$ cat src/rtl/vga_pkg.sv
// Shared constants and helpers for the VGA read controller: default 640x480@60 timing,
// RGB565 field positions, colour-bar palette and the per-pixel pipeline payload.
package vga_pkg;

  localparam int unsigned DEF_H_SYNC   = 96;
  localparam int unsigned DEF_H_BACK   = 48;
  localparam int unsigned DEF_H_ACTIVE = 640;
  localparam int unsigned DEF_H_FRONT  = 16;
  localparam int unsigned DEF_V_SYNC   = 2;
  localparam int unsigned DEF_V_BACK   = 33;
  localparam int unsigned DEF_V_ACTIVE = 480;
  localparam int unsigned DEF_V_FRONT  = 10;

  localparam int unsigned RGB565_R_MSB = 15;
  localparam int unsigned RGB565_R_LSB = 11;
  localparam int unsigned RGB565_G_MSB = 10;
  localparam int unsigned RGB565_G_LSB = 5;
  localparam int unsigned RGB565_B_MSB = 4;
  localparam int unsigned RGB565_B_LSB = 0;

  localparam logic [23:0] BAR_WHITE   = 24'hFFFFFF;
  localparam logic [23:0] BAR_YELLOW  = 24'hFFFF00;
  localparam logic [23:0] BAR_CYAN    = 24'h00FFFF;
  localparam logic [23:0] BAR_GREEN   = 24'h00FF00;
  localparam logic [23:0] BAR_MAGENTA = 24'hFF00FF;
  localparam logic [23:0] BAR_RED     = 24'hFF0000;
  localparam logic [23:0] BAR_BLUE    = 24'h0000FF;
  localparam logic [23:0] BAR_BLACK   = 24'h000000;

  // Timing/control bits that travel alongside each pixel through the delay line
  typedef struct packed {
    logic hs;
    logic vs;
    logic de;
    logic fs;
    logic fetched;
  } vstage_t;

  // Widen each channel by replicating its MSBs into the new LSBs
  function automatic logic [23:0] rgb565_to_888(input logic [15:0] d);
    logic [4:0] r;
    logic [5:0] g;
    logic [4:0] b;
    r = d[RGB565_R_MSB:RGB565_R_LSB];
    g = d[RGB565_G_MSB:RGB565_G_LSB];
    b = d[RGB565_B_MSB:RGB565_B_LSB];
    return {r, r[4:2], g, g[5:4], b, b[4:2]};
  endfunction

  function automatic logic [23:0] bar_colour(input logic [2:0] idx);
    case (idx)
      3'd0:    return BAR_WHITE;
      3'd1:    return BAR_YELLOW;
      3'd2:    return BAR_CYAN;
      3'd3:    return BAR_GREEN;
      3'd4:    return BAR_MAGENTA;
      3'd5:    return BAR_RED;
      3'd6:    return BAR_BLUE;
      default: return BAR_BLACK;
    endcase
  endfunction

endpackage

$ cat src/rtl/vga_timing_gen.sv
// Raster counters and stage-0 timing decode (sync, active window, frame start).
// With VGA_TEST_PATTERN_EN defined it also exports the active-pixel x position.
module vga_timing_gen
  import vga_pkg::*;
#(
  parameter int unsigned H_SYNC   = DEF_H_SYNC,
  parameter int unsigned H_BACK   = DEF_H_BACK,
  parameter int unsigned H_ACTIVE = DEF_H_ACTIVE,
  parameter int unsigned H_FRONT  = DEF_H_FRONT,
  parameter int unsigned V_SYNC   = DEF_V_SYNC,
  parameter int unsigned V_BACK   = DEF_V_BACK,
  parameter int unsigned V_ACTIVE = DEF_V_ACTIVE,
  parameter int unsigned V_FRONT  = DEF_V_FRONT,
  localparam int unsigned H_TOTAL = H_SYNC + H_BACK + H_ACTIVE + H_FRONT,
  localparam int unsigned HW      = $clog2(H_TOTAL)
) (
  input  logic          clk,
  input  logic          rst,
  output logic          hs0_c,
  output logic          vs0_c,
  output logic          de0_c,
  output logic          fs0_c
`ifdef VGA_TEST_PATTERN_EN
  ,
  output logic [HW-1:0] x0_c
`endif
);

  localparam int unsigned V_TOTAL     = V_SYNC + V_BACK + V_ACTIVE + V_FRONT;
  localparam int unsigned VW          = $clog2(V_TOTAL);
  localparam int unsigned H_ACT_START = H_SYNC + H_BACK;
  localparam int unsigned H_ACT_END   = H_ACT_START + H_ACTIVE;
  localparam int unsigned V_ACT_START = V_SYNC + V_BACK;
  localparam int unsigned V_ACT_END   = V_ACT_START + V_ACTIVE;

  logic [HW-1:0] h_cnt;
  logic [VW-1:0] v_cnt;

  // Line counter wraps at H_TOTAL and steps the frame counter on each wrap
  always_ff @(posedge clk or posedge rst) begin
    if (rst) begin
      h_cnt <= '0;
      v_cnt <= '0;
    end else if (h_cnt == HW'(H_TOTAL - 1)) begin
      h_cnt <= '0;
      v_cnt <= (v_cnt == VW'(V_TOTAL - 1)) ? '0 : v_cnt + VW'(1);
    end else begin
      h_cnt <= h_cnt + HW'(1);
    end
  end

  assign hs0_c = (h_cnt < HW'(H_SYNC));
  assign vs0_c = (v_cnt < VW'(V_SYNC));
  assign de0_c = (h_cnt >= HW'(H_ACT_START)) && (h_cnt < HW'(H_ACT_END)) &&
                 (v_cnt >= VW'(V_ACT_START)) && (v_cnt < VW'(V_ACT_END));
  assign fs0_c = (h_cnt == HW'(H_ACT_START)) && (v_cnt == VW'(V_ACT_START));

`ifdef VGA_TEST_PATTERN_EN
  assign x0_c = h_cnt - HW'(H_ACT_START);
`endif

endmodule

$ cat src/rtl/vga_rd_ctrl.sv
// VGA raster generator that pulls one RGB565 word per active pixel from the DDR read FIFO
// and drives RGB888 with aligned syncs; VGA_TEST_PATTERN_EN swaps the FIFO for colour bars.
module vga_rd_ctrl
  import vga_pkg::*;
#(
  parameter int unsigned H_SYNC        = DEF_H_SYNC,
  parameter int unsigned H_BACK        = DEF_H_BACK,
  parameter int unsigned H_ACTIVE      = DEF_H_ACTIVE,
  parameter int unsigned H_FRONT       = DEF_H_FRONT,
  parameter int unsigned V_SYNC        = DEF_V_SYNC,
  parameter int unsigned V_BACK        = DEF_V_BACK,
  parameter int unsigned V_ACTIVE      = DEF_V_ACTIVE,
  parameter int unsigned V_FRONT       = DEF_V_FRONT,
  parameter bit          SYNC_POL      = 1'b0,
  parameter int unsigned FIFO_RD_WIDTH = 16
) (
  input  logic                     clk,
  input  logic                     rst,
  input  logic                     rd_valid,
  input  logic [FIFO_RD_WIDTH-1:0] rd_data,
  output logic                     rd_en,
  output logic                     vga_hsync,
  output logic                     vga_vsync,
  output logic                     vga_de,
  output logic [23:0]              vga_rgb,
  output logic                     frame_start,
  output logic                     underflow
);

  logic    hs0_c, vs0_c, de0_c, fs0_c;
  vstage_t s0_c, s1, s2;
  logic [23:0] pix_c;

`ifdef VGA_TEST_PATTERN_EN
  localparam int unsigned HW    = $clog2(H_SYNC + H_BACK + H_ACTIVE + H_FRONT);
  localparam int unsigned BAR_W = H_ACTIVE / 8;

  logic [HW-1:0] x0_c;
  logic [2:0]    bar0_c, bar1, bar2;
`endif

  vga_timing_gen #(
    .H_SYNC   (H_SYNC),
    .H_BACK   (H_BACK),
    .H_ACTIVE (H_ACTIVE),
    .H_FRONT  (H_FRONT),
    .V_SYNC   (V_SYNC),
    .V_BACK   (V_BACK),
    .V_ACTIVE (V_ACTIVE),
    .V_FRONT  (V_FRONT)
  ) u_timing (
    .clk   (clk),
    .rst   (rst),
    .hs0_c (hs0_c),
    .vs0_c (vs0_c),
    .de0_c (de0_c),
    .fs0_c (fs0_c)
`ifdef VGA_TEST_PATTERN_EN
    ,
    .x0_c  (x0_c)
`endif
  );

`ifdef VGA_TEST_PATTERN_EN
  assign bar0_c = 3'(x0_c / HW'(BAR_W));
  assign s0_c   = '{hs: hs0_c, vs: vs0_c, de: de0_c, fs: fs0_c, fetched: de0_c};
`else
  assign s0_c   = '{hs: hs0_c, vs: vs0_c, de: de0_c, fs: fs0_c, fetched: de0_c & rd_valid};
`endif

  // Pixel source: FIFO word (black if it was never fetched) or the bar palette
  always_comb begin
    pix_c = '0;
`ifdef VGA_TEST_PATTERN_EN
    if (s2.de) pix_c = bar_colour(bar2);
`else
    if (s2.de && s2.fetched) pix_c = rgb565_to_888(16'(rd_data));
`endif
  end

  // Fetch at n+1, FIFO data at n+2, every VGA output registered at n+3
  always_ff @(posedge clk or posedge rst) begin
    if (rst) begin
      s1          <= '0;
      s2          <= '0;
      rd_en       <= 1'b0;
      underflow   <= 1'b0;
      vga_hsync   <= ~SYNC_POL;
      vga_vsync   <= ~SYNC_POL;
      vga_de      <= 1'b0;
      vga_rgb     <= '0;
      frame_start <= 1'b0;
    end else begin
      s1          <= s0_c;
      s2          <= s1;
`ifdef VGA_TEST_PATTERN_EN
      rd_en       <= 1'b0;
      underflow   <= 1'b0;
`else
      rd_en       <= de0_c & rd_valid;
      underflow   <= underflow | (de0_c & ~rd_valid);
`endif
      vga_hsync   <= s2.hs ? SYNC_POL : ~SYNC_POL;
      vga_vsync   <= s2.vs ? SYNC_POL : ~SYNC_POL;
      vga_de      <= s2.de;
      vga_rgb     <= pix_c;
      frame_start <= s2.fs;
    end
  end

`ifdef VGA_TEST_PATTERN_EN
  always_ff @(posedge clk or posedge rst) begin
    if (rst) begin
      bar1 <= '0;
      bar2 <= '0;
    end else begin
      bar1 <= bar0_c;
      bar2 <= bar1;
    end
  end
`endif

endmodule

$ cat config.mk
export PLATFORM = sky130hd
export DESIGN_NAME = vga_rd_ctrl
export DESIGN_NICKNAME = d
export VERILOG_FILES = /design/src/rtl/vga_pkg.sv /design/src/rtl/vga_timing_gen.sv /design/src/rtl/vga_rd_ctrl.sv
export SDC_FILE = /design/constraint.sdc
export NUM_CORES = 1
export LEC_CHECK = 0
export ABC_AREA = 1
export CAP_MARGIN = 10
export CORE_ASPECT_RATIO = 1.5
export CORE_MARGIN = 8
export CORE_UTILIZATION = 39
export CTS_BUF_LIST = sky130_fd_sc_hd__clkbuf_8
export DETAILED_ROUTE_END_ITERATION = 6
export PLACE_DENSITY = 0.67
export SKIP_CTS_REPAIR_TIMING = 1
export SLEW_MARGIN = 10
export SYNTH_ARGS = -nofsm -noshare
export SYNTH_HDL_FRONTEND = slang
export SYNTH_HIERARCHICAL = 1
export SYNTH_SLANG_ARGS = --single-unit
export TNS_END_PERCENT = 20
$ cat constraint.sdc
create_clock -name clk -period 2.9 [get_ports clk]
set_clock_uncertainty 0.05 [all_clocks]
set_input_delay 0.58 -clock clk [delete_from_list [all_inputs] [get_ports clk]]
set_output_delay 0.58 -clock clk [all_outputs]
set_load 0.01 [all_outputs]
==> summary.txt <==
Run status
  – Status: finished, final reports clean

Worst setup path
  – Crit Path Max Fanout: 1
  – CP required: 2.27 ns
  – Worst path max stage delay: 0.53 ns
  – Crit. path cell count: 1
  – Reg2reg start: u_timing/h_cnt[0]$_DFF_PP0_
  – Critical setup path kind: flop to output port
  – CP max-delay cell: clkdlybuf4s50_1
  – Worst Setup SP: vga_hsync$_DFF_PP1_
  – Crit end category: output port
  – Crit path buffers/inverters: 1
  – Crit path DAT: 1.34 ns
  – R2R cell count: 7
  – Setup crit start kind: flop
  – Worst-path cell chain: clkdlybuf4s50_1
  – CP delay by family, top: buffers and inverters

Flow run
  – Max Cap Viol: 0

Pwr
  – Pleak: 1.523 nW
  – Cell Pwr Density: 423.0 nW/µm²
  – Worst VDD drop: 0.2704 mV

Floorplan
  – Die extent in x: 79.29 µm
  – Core ar.: 5786 µm²
  – Die area: 8796 µm²
  – Initial core utilization: 40.51%
  – I/O pin cnt: 49
  – Die span in y: 110.9 µm
  – Number of core rows: 34

Timing
  – Highest Clock Rate: 0.5069 GHz
  – Min Tclk post-route: 1.973 ns
  – RSZ-0062 raised after global routing: false
  – Worst-Margin Slew: 0.7756 ns
  – Worst slew margin: 48.23%
  – Setup tns final: 0 ns
  – Final Slew Violations: 0
  – Endpoints failing hold: 0
  – Setup violations, final: 0
  – Final critical-path share of the clock period: 68.02%

Layout
  – Area growth syn-to-layout: 25.25%
  – Commonest non-fill, non-tap cell in the layout: inv_1
  – Ant. Diodes: 0
  – Final net count: 329
  – Layout cells sized above 1: 9.772%
  – Most frequent cells in the layout: 58 x inv_1, 49 x dfrtp_1, 48 x clkdlybuf4s50_1
  – Post-Layout Cell Count: 379

GRT
  – Busiest layer in global routing: met2
  – First-pass GRT wire length: 7.548 mm
  – Vias in the first global route: 1727
  – Overflow after GRT: 0
  – Met2 GRT Util: 18.82%
  – GR Layer Usage met3: 2.435%
  – GRT Overall Usage: 10.42%
  – Largest net degree at the start of global routing: 21
  – Initial antenna violation count: 0
  – GR Util met1: 11.12%

Clocking
  – Worst-skew pair later-pin latency: 0.30 ns
  – Root Buffer: clkbuf_8
  – Worst-path clk slew: 0.09 ns
  – CTS max path bufs: 2
  – CTS tree: yes
  – Clk sink count: 51
  – CTS buffer count: 5
  – H-Tree Depth: 2

Placed design
  – Final GP Congestion: 0.8438
  – Post-Place Cells: 371
  – Post-DP HPWL: 3.479 mm
  – Port Buffers: 48

Yosys
  – Synth Register Bits: 51
  – Post-synthesis cell area: 2343 µm²
  – Synth Instances: 262
  – Post-Syn Area per Cell: 8.945 µm²
  – Cell variety after synth: 23
  – Seq/Total Area, Yosys: 54.56%
  – Yosys warnings: 6
  – Post-synth net total: 285

Detailed routing
  – Detailed Route WL: 4.322 mm
  – Post-DR wirelength/cell: 11.40 µm
  – Vias per cell: 4.480
  – Detailed-route via count: 1698
  – DR iter-0 viols: 39
  – Final routed DRC violation total: 0
  – Pre-antenna DRT Iters: 4
  – Antenna-violating nets left: 0

Min path
  – Hold path startpoint: s1[2]$_DFF_PP0_
  – Hold Crit Class: flop to flop
  – Hold depth: 0
==> cells in the mapped netlist <==
cell	n	share of area, %
a21oi_1	2	0.43
a31oi_1	1	0.27
buf_4	8	2.6
buf_6	3	1.4
clkbuf_2	1	0.21
dfrtp_1	49	52
dfstp_2	2	2.2
ha_1	4	2.1
inv_1	58	9.3
nand2_1	35	5.6
nand2_2	2	0.53
nand3_1	13	2.8
nand3_2	2	0.85
nand3b_1	2	0.64
nand4_1	5	1.3
nor2_1	39	6.2
nor2_2	11	2.9
nor2_4	4	1.9
nor3b_1	1	0.32
nor4_1	2	0.53
o21ai_0	8	1.7
o21bai_1	1	0.32
xor2_1	9	3.4
==> path summary, 6_finish.rpt <==
check                                                 to  slack, ns
max in group asynchronous            vga_hsync$_DFF_PP1_       1.57
hold reg to reg                          s2[2]$_DFF_PP0_       0.30
min in group asynchronous          vga_rgb[13]$_DFF_PP0_       0.57
setup reg to reg           u_timing/v_cnt[3]$_DFFE_PP0N_       1.31
hold / removal                           s2[2]$_DFF_PP0_       0.30
setup / recovery                               vga_hsync       0.93
==> cell type report <==
type	count	area, µm²
clock buffers	5	68.82
clock inverters	3	43.79
fillers	565	2850
inverters	58	217.7
multi-input cells	141	748.2
flip-flops and latches	51	1279
well taps	72	90.09
repair buffers	49	488.0
==> sequential cells by signal (all words and copies together), names as in the netlist <==
| name | flops |
|---|---|
| u_timing/v_cnt | 10 |
| frame_start | 1 |
| vga_de | 1 |
| vga_hsync | 1 |
| s2 | 5 |
| vga_rgb | 16 |
| s1 | 5 |
| vga_vsync | 1 |
| u_timing/h_cnt | 10 |
| underflow | 1 |
==> power by group <==
part	total (W)	switching (W)	internal, W
combinational	0.0000447	0.0000209	0.0000238
sequential	0.000711	0	0.000711
clock	0.000486	0.000229	0.000257
total	0.00124	0.000250	0.000991
==> cells by family after synthesis <==
family | Yosys count | share of synthesized area, %
flops | 51 | 54.57
buf+inv | 70 | 13.51
compound gates | 12 | 2.723
xor+xnor | 9 | 3.364
fa+ha+maj | 4 | 2.136
simple gates | 116 | 23.71
==> per-layer routing <==
| layer | vias up | share of wire, % |
|---|---|---|
| li1 | 854 | - |
| met3 | 6 | 5.9 |
| met4 | 0 | 1.3 |
| met1 | 794 | 41 |
| met5 | - | 0 |
| met2 | 44 | 52 |
==> per-stage QoR <==
stage	area (µm²)	util, %	worst slack (ns)	power, W	hold WS (ns)
final	2935	50.74	0.9273	0.001242	0.3038
after global routing	2935	50.74	0.8844	0.001298	0.3132
after CTS	2935	50.74	0.9027	0.001265	0.3029
after detailed placement	2823	48.79	1.186	0.0007708	0.2847
after global placement	2823	48.79	1.201	0.0007702	0.2817
after floorplan	2344	-	1.610	0.0007411	0.2812
Power figures use the tool's default switching activity.
